==> config.mk <==
export PLATFORM = sky130hd
export DESIGN_NAME = debug_trace_capture
export DESIGN_NICKNAME = d
export VERILOG_FILES = /design/src/rtl/debug_trace_pkg.sv /design/src/rtl/debug_trace_ram.sv /design/src/rtl/debug_trace_capture.sv
export SDC_FILE = /design/constraint.sdc
export NUM_CORES = 1
export LEC_CHECK = 0
export ABC_AREA = 1
export CELL_PAD_IN_SITES_DETAIL_PLACEMENT = 0
export CELL_PAD_IN_SITES_GLOBAL_PLACEMENT = 2
export CORE_MARGIN = 2
export CORE_UTILIZATION = 42
export CTS_BUF_LIST = sky130_fd_sc_hd__clkbuf_2
export CTS_CLUSTER_SIZE = 24
export DETAILED_ROUTE_END_ITERATION = 7
export PLACE_DENSITY = 0.95
export SLEW_MARGIN = 40
export SYNTH_ARGS = -nofsm -noshare
export SYNTH_HDL_FRONTEND = slang
export SYNTH_SLANG_ARGS = --single-unit
==> constraint.sdc <==
create_clock -name sys_clk -period 6.5 [get_ports sys_clk]
set_input_delay 1.3 -clock sys_clk [delete_from_list [all_inputs] [get_ports sys_clk]]
set_output_delay 1.3 -clock sys_clk [all_outputs]
set_load 0.05 [all_outputs]
==> src/rtl/debug_trace_pkg.sv <==
// Shared types and constants for the debug trace capture unit.
package debug_trace_pkg;

   typedef enum logic [1:0] {
      ST_IDLE  = 2'd0,
      ST_ARMED = 2'd1,
      ST_POST  = 2'd2,
      ST_READ  = 2'd3
   } trace_state_e;

   localparam logic [1:0] TRIG_NONE = 2'd0;
   localparam logic [1:0] TRIG_EQ   = 2'd1;
   localparam logic [1:0] TRIG_CHG  = 2'd2;
   localparam logic [1:0] TRIG_IMM  = 2'd3;

   function automatic logic trig_hit(input logic [1:0] mode, input logic is_eq,
                                     input logic is_chg, input logic is_first);
      logic hit;
      case (mode)
         TRIG_NONE: hit = 1'b0;
         TRIG_EQ:   hit = is_eq;
         TRIG_CHG:  hit = is_chg;
         TRIG_IMM:  hit = is_first;
         default:   hit = 1'b0;
      endcase
      return hit;
   endfunction

endpackage

==> src/rtl/debug_trace_ram.sv <==
// Trace storage: synchronous write, combinational read; no reset on the array.
module debug_trace_ram #(
   parameter int DATA_W = 8,
   parameter int DEPTH  = 16,
   localparam int ADDR_W = $clog2(DEPTH)
) (
   input  logic              sys_clk,
   input  logic              wr_en,
   input  logic [ADDR_W-1:0] wr_addr,
   input  logic [DATA_W-1:0] wr_data,
   input  logic [ADDR_W-1:0] rd_addr,
   output logic [DATA_W-1:0] rd_data
);

   logic [DATA_W-1:0] mem_r [DEPTH];

   // Write port
   always_ff @(posedge sys_clk) begin
      if (wr_en) begin
         mem_r[wr_addr] <= wr_data;
      end
   end

   assign rd_data = mem_r[rd_addr];

endmodule

==> src/rtl/debug_trace_capture.sv <==
// Multi-channel debug capture: circular trace of one channel, trigger + post window,
// oldest-first drain over a valid/ready port.
module debug_trace_capture
   import debug_trace_pkg::*;
#(
   parameter int DATA_W       = 8,
   parameter int NUM_CH       = 4,
   parameter int DEPTH        = 16,
   parameter int POST_SAMPLES = 4,
   localparam int CH_W   = $clog2(NUM_CH),
   localparam int ADDR_W = $clog2(DEPTH),
   localparam int CNT_W  = $clog2(DEPTH) + 1
) (
   input  logic                     sys_clk,
   input  logic                     sys_rst_n,
   input  logic                     test_mode,
   input  logic [NUM_CH*DATA_W-1:0] ch_data,
   input  logic [NUM_CH-1:0]        ch_valid,
   input  logic [CH_W-1:0]          ch_sel,
   input  logic [1:0]               trig_mode,
   input  logic [DATA_W-1:0]        trig_value,
   input  logic                     rd_ready,
   output logic                     rd_valid,
   output logic [DATA_W-1:0]        rd_data,
   output logic                     rd_last,
   output logic [1:0]               state_o,
   output logic                     wrapped,
   output logic [DATA_W-1:0]        debug_output
);

   trace_state_e      state_r;
   logic              tm_r;
   logic [CH_W-1:0]   sel_r;
   logic [ADDR_W-1:0] wr_ptr_r;
   logic [CNT_W-1:0]  count_r;
   logic [CNT_W-1:0]  post_cnt_r;
   logic [CNT_W-1:0]  rd_idx_r;
   logic [DATA_W-1:0] prev_r;
   logic              prev_vld_r;
   logic              rd_valid_r;
   logic              rd_last_r;
   logic [DATA_W-1:0] rd_data_r;
   logic              wrapped_r;
   logic [DATA_W-1:0] dbg_r;

   logic [DATA_W-1:0] ch_arr_s [NUM_CH];
   logic [DATA_W-1:0] sample_s;
   logic              accept_s;
   logic              hit_s;
   logic [CNT_W-1:0]  rd_idx_nxt_s;
   logic [ADDR_W-1:0] rd_addr_s;
   logic              last_nxt_s;
   logic [DATA_W-1:0] ram_rd_s;

   for (genvar k = 0; k < NUM_CH; k++) begin : g_ch
      assign ch_arr_s[k] = ch_data[k*DATA_W +: DATA_W];
   end

   assign sample_s = ch_arr_s[sel_r];
   assign accept_s = ((state_r == ST_ARMED) || (state_r == ST_POST)) && ch_valid[sel_r];
   assign hit_s    = trig_hit(trig_mode, sample_s == trig_value,
                              prev_vld_r && (sample_s != prev_r), !prev_vld_r);

   // While a word is presented, the RAM already looks up the one after it.
   assign rd_idx_nxt_s = rd_valid_r ? (rd_idx_r + CNT_W'(1)) : rd_idx_r;
   assign rd_addr_s    = wr_ptr_r - count_r[ADDR_W-1:0] + rd_idx_nxt_s[ADDR_W-1:0];
   assign last_nxt_s   = (rd_idx_nxt_s == (count_r - CNT_W'(1)));

   debug_trace_ram #(
      .DATA_W (DATA_W),
      .DEPTH  (DEPTH)
   ) u_ram (
      .sys_clk (sys_clk),
      .wr_en   (accept_s),
      .wr_addr (wr_ptr_r),
      .wr_data (sample_s),
      .rd_addr (rd_addr_s),
      .rd_data (ram_rd_s)
   );

   // Capture FSM, write pointer bookkeeping and readout skid register
   always_ff @(posedge sys_clk or negedge sys_rst_n) begin
      if (!sys_rst_n) begin
         state_r    <= ST_IDLE;
         tm_r       <= 1'b0;
         sel_r      <= '0;
         wr_ptr_r   <= '0;
         count_r    <= '0;
         post_cnt_r <= '0;
         rd_idx_r   <= '0;
         prev_r     <= '0;
         prev_vld_r <= 1'b0;
         rd_valid_r <= 1'b0;
         rd_last_r  <= 1'b0;
         rd_data_r  <= '0;
         wrapped_r  <= 1'b0;
         dbg_r      <= '0;
      end else begin
         tm_r <= test_mode;
         // A write still lands when test_mode falls in the same cycle.
         if (accept_s) begin
            wr_ptr_r   <= wr_ptr_r + ADDR_W'(1);
            count_r    <= (count_r == CNT_W'(DEPTH)) ? count_r : (count_r + CNT_W'(1));
            wrapped_r  <= wrapped_r | (count_r == CNT_W'(DEPTH));
            dbg_r      <= sample_s;
            prev_r     <= sample_s;
            prev_vld_r <= 1'b1;
         end
         case (state_r)
            ST_IDLE: begin
               if (test_mode && !tm_r) begin
                  state_r    <= ST_ARMED;
                  sel_r      <= ch_sel;
                  wr_ptr_r   <= '0;
                  count_r    <= '0;
                  post_cnt_r <= '0;
                  rd_idx_r   <= '0;
                  prev_r     <= '0;
                  prev_vld_r <= 1'b0;
                  wrapped_r  <= 1'b0;
               end
            end
            ST_ARMED: begin
               if (!test_mode) begin
                  state_r <= ST_IDLE;
               end else if (accept_s && hit_s) begin
                  if (POST_SAMPLES == 0) begin
                     state_r <= ST_READ;
                  end else begin
                     state_r <= ST_POST;
                  end
               end
            end
            ST_POST: begin
               if (!test_mode) begin
                  state_r <= ST_IDLE;
               end else if (accept_s) begin
                  post_cnt_r <= post_cnt_r + CNT_W'(1);
                  if ((post_cnt_r + CNT_W'(1)) == CNT_W'(POST_SAMPLES)) begin
                     state_r <= ST_READ;
                  end
               end
            end
            ST_READ: begin
               if (!test_mode) begin
                  state_r    <= ST_IDLE;
                  rd_valid_r <= 1'b0;
                  rd_last_r  <= 1'b0;
               end else if (rd_valid_r && rd_ready && rd_last_r) begin
                  state_r    <= ST_IDLE;
                  rd_valid_r <= 1'b0;
                  rd_last_r  <= 1'b0;
               end else if (!rd_valid_r || rd_ready) begin
                  rd_valid_r <= 1'b1;
                  rd_idx_r   <= rd_idx_nxt_s;
                  rd_data_r  <= ram_rd_s;
                  rd_last_r  <= last_nxt_s;
               end
            end
            default: begin
               state_r    <= ST_IDLE;
               rd_valid_r <= 1'b0;
               rd_last_r  <= 1'b0;
            end
         endcase
      end
   end

   assign rd_valid     = rd_valid_r;
   assign rd_data      = rd_data_r;
   assign rd_last      = rd_last_r;
   assign state_o      = state_r;
   assign wrapped      = wrapped_r;
   assign debug_output = dbg_r;

endmodule
==> impl_metrics.env <==
export IMPL_grt_max_degree=66
export IMPL_routed_wl_um=19500
export IMPL_final_setup_viol_count=0
export IMPL_synth_net_count=900
export IMPL_worstPathArrival_ps=4580
export IMPL_fp_dieW_um=146
export IMPL_drive_above_1_share_pct=8.64
export IMPL_cts_resized_gates=0
export IMPL_grt_antenna_before_repair=1
export IMPL_synth_edff_count=128
export IMPL_detailedRoute_firstIterationViolations=519
export IMPL_finalNetCount=961
export IMPL_clk_insertion_delay_late_ps=770
export IMPL_regToRegEndpoint="rd_data[2]$_DFFE_PN0P_"
export IMPL_cp_startpoint="rd_idx_r[0]$_DFFE_PN0P_"
export IMPL_design_die_area_sq_mm=0.0214
export IMPL_crit_path_max_incr_delay_ps=1250
export IMPL_ys_types=42
export IMPL_io_pins=73
export IMPL_floorplan_initialDensity_pct=42.5
export IMPL_rows=52
export IMPL_most_frequent_standard_cell_in_the_layout_excluding_fill_and_tap_cells="sky130_fd_sc_hd__nand2_1"
export IMPL_mostFrequentLayoutCells="sky130_fd_sc_hd__nand2_1, sky130_fd_sc_hd__edfxtp_1, sky130_fd_sc_hd__nor2_1"
export IMPL_worst_endpoint_required_ps=7240
export IMPL_final_max_slew_viol_count=0
export IMPL_synth_simple_area_share_pct=18.7
export IMPL_fin_setup_tns_ps=0
export IMPL_r2r_cells=12
export IMPL_status="finished, final reports clean"
export IMPL_seq_area_frac_synth_pct=60.4
export IMPL_numCtsBuffers=17
export IMPL_path_buf_inv=1
export IMPL_crit_reg2reg_launch="rd_idx_r[0]$_DFFE_PN0P_"
export IMPL_area_fraction_in_compound_gates_after_synthesis_pct=8.76
export IMPL_setup_repair_after_global_routing_missed_its_margin="no"
export IMPL_min_path_cells=2
export IMPL_crit_path_max_fanout=64
export IMPL_antenna_violating_nets_post_route=0
export IMPL_port_buffer_count=72
export IMPL_grt_pass1_vias=5885
export IMPL_grt_first_pass_wirelength_um=31300
export IMPL_cp_cell_sequence="ha_1, nand2_1, o21ai_0, fa_1, inv_1, fa_4, o21ai_0, o32ai_1, nand2_1, nand4_1, nand3_1, nand2_1"
export IMPL_route_detailed_wl_per_inst_um=16.6
export IMPL_worst_slew_pin_slew_ps=816
export IMPL_final_hold_worst_slack_ps=527
export IMPL_synth_yosys_warnings=0
export IMPL_yosys_area_share_xor_xnor_pct=1.75
export IMPL_crit_family="adder cells"
export IMPL_globalRoute_totalOverflow=0
export IMPL_cell_total_after_placement=1141
export IMPL_syn_to_final_growth_pct=13.6
export IMPL_via_count=5976
export IMPL_clkSinkCount=180
export IMPL_dp_hpwl_um=13100
export IMPL_cts_root_to_sink_buffers=2
export IMPL_detailed_routing_iterations_pass_1=5
export IMPL_routed_via_density=5.09
export IMPL_worstSetupPathDepth=12
export IMPL_layoutNonFillerInstCount=1174
export IMPL_drv_cap=0
export IMPL_holdBufCountCts=0
export IMPL_post_cts_setup_buffers=0
export IMPL_fillerInstances=1948
export IMPL_class_of_the_most_critical_setup_path="reg -> reg"
export IMPL_setup_reg_to_reg_worst_slack_ps=2650
export IMPL_synth_main_ff_cell="sky130_fd_sc_hd__edfxtp_1"
export IMPL_clock_tree_root_cell="sky130_fd_sc_hd__clkbuf_2"
export IMPL_maxClockFrequency_mhz=260
export IMPL_syn_cell_area_sq_mm=0.00851
export IMPL_relSlewSlack_pct=45.4
export IMPL_endpoint_kind="flop"
export IMPL_final_core_utilization_pct=48.3
export IMPL_groute_usage_overall_pct=19.0
export IMPL_worst_path_most_repeated_cell="sky130_fd_sc_hd__nand2_1"
export IMPL_finalWeightedCongestion=0.786
export IMPL_floorplan_core_area_sq_mm=0.0200
export IMPL_startpoint_type="flop"
export IMPL_post_route_drc_count=0
export IMPL_cts_reportedPaths_clkPinSlew_ps=270
export IMPL_number_of_register_bits_inferred_by_synthesis=180
export IMPL_fin_crit_ps=3850
export IMPL_min_period_over_period_pct=59.2
export IMPL_cts_tree="yes"
export IMPL_synthesis_area_per_instance_sq_um=10.3
export IMPL_cp_endpoint="rd_data[2]$_DFFE_PN0P_"
export IMPL_report_final_hold_viol_count=0
export IMPL_htreeDepth=4
export IMPL_synthesis_instances=829
export IMPL_finalClockSkew_ps=27.0
export IMPL_floorplan_die_height_um=146
export IMPL_area_share_of_fa_ha_maj_cells_after_synthesis_pct=3.06
export IMPL_min_path_type="reg -> reg"
export IMPL_synth_mux_area_share_pct=1.88
export IMPL_async_reset_ff_share_pct=28.9
export IMPL_worst_path_max_delay_cell="sky130_fd_sc_hd__fa_4"
export IMPL_main_combinational_cell_family_by_area_after_synthesis="simple AND/OR/NAND/NOR gates"
## cell families after synthesis
kind of cell,Yosys count
AO/OA/AOI/OAI,116
XOR/XNOR,17
adder cells (fa/ha/maj),19
buffers and inverters,104
flip-flops,180
multiplexers,16
AND/OR/NAND/NOR,377
## registers in the layout, indices dropped and copies added, names as in the netlist
signal and cells:
count_r 5, post_cnt_r 5, debug_output 8, sel_r 2
rd_valid 1, rd_data 8, wr_ptr_r 4, rd_last 1
prev_vld_r 1, rd_idx_r 5, tm_r 1, state_o 2
wrapped 1, u_ram.mem_r 128, prev_r 8
## worst min-delay path, delay by kind of cell (launching register included)
family	cells	cell delay, ps
AND/OR/NAND/NOR	2	110
flip-flops	1	410
## metal layers
metal	GRT usage [%]	vias to the layer above	part of all wire, %
met4	5.34	0	1.4
met3	4.25	20	5.6
li1	-	2955	-
met5	0	-	0
met1	25.6	2830	46
met2	31.1	171	47
## final cells by class
| class | instances | area [sq um] | area share [%] |
|---|---|---|---|
| diodes | 1 | 2.50 | 0.0259 |
| flip-flops and latches | 180 | 5140 | 53.2 |
| multi-input cells | 545 | 2950 | 30.5 |
| repair buffers | 75 | 738 | 7.63 |
| inverters | 71 | 278 | 2.87 |
| clock buffers | 17 | 85.1 | 0.880 |
| clock inverters | 15 | 138 | 1.42 |
| well taps | 270 | 338 | 3.49 |
## stage by stage
stage | instance area, sq um | setup WS (ps)
3_5_place_dp | 9430 | 2650
3_3_place_gp | 9410 | 2500
4_1_cts | 9650 | 2630
5_1_grt | 9670 | 2290
6_report | 9670 | 2650
2_1_floorplan | 8510 | 3270
## worst min path at each step
stage	slack, ps	start	end
4_1_cts	530	debug_output[5]$_DFFE_PN0P_	debug_output[5]$_DFFE_PN0P_
2_1_floorplan	470	rd_idx_r[4]$_DFFE_PN0P_	rd_idx_r[4]$_DFFE_PN0P_
3_3_place_gp	460	debug_output[3]$_DFFE_PN0P_	debug_output[3]$_DFFE_PN0P_
3_5_place_dp	470	debug_output[2]$_DFFE_PN0P_	debug_output[2]$_DFFE_PN0P_
6_report	530	debug_output[0]$_DFFE_PN0P_	debug_output[0]$_DFFE_PN0P_
5_1_grt	560	debug_output[0]$_DFFE_PN0P_	debug_output[0]$_DFFE_PN0P_
## synthesized netlist by cell type (all sizes together), types with 2 or more instances
cell type	count	area, sq um
o221ai	16	140
nand2	201	793
nand4	11	68.8
clkbuf	16	60.1
nor2	103	392
o21ai	59	295
xor2	11	96.3
fa	3	60.1
buf	17	120
a211oi	2	20.0
dfrtp	52	1300
ha	16	200
nand3	53	280
o32ai	16	140
a21oi	19	103
xnor2	6	52.6
mux2i	16	160
inv	71	277
nand3b	2	15.0
edfxtp	128	3840
nor3	3	20.0
or2	3	18.8
Power is left out: the tool's default activity adds up to more than one toggle a clock period on the data nets, which glitch-free logic cannot reach.
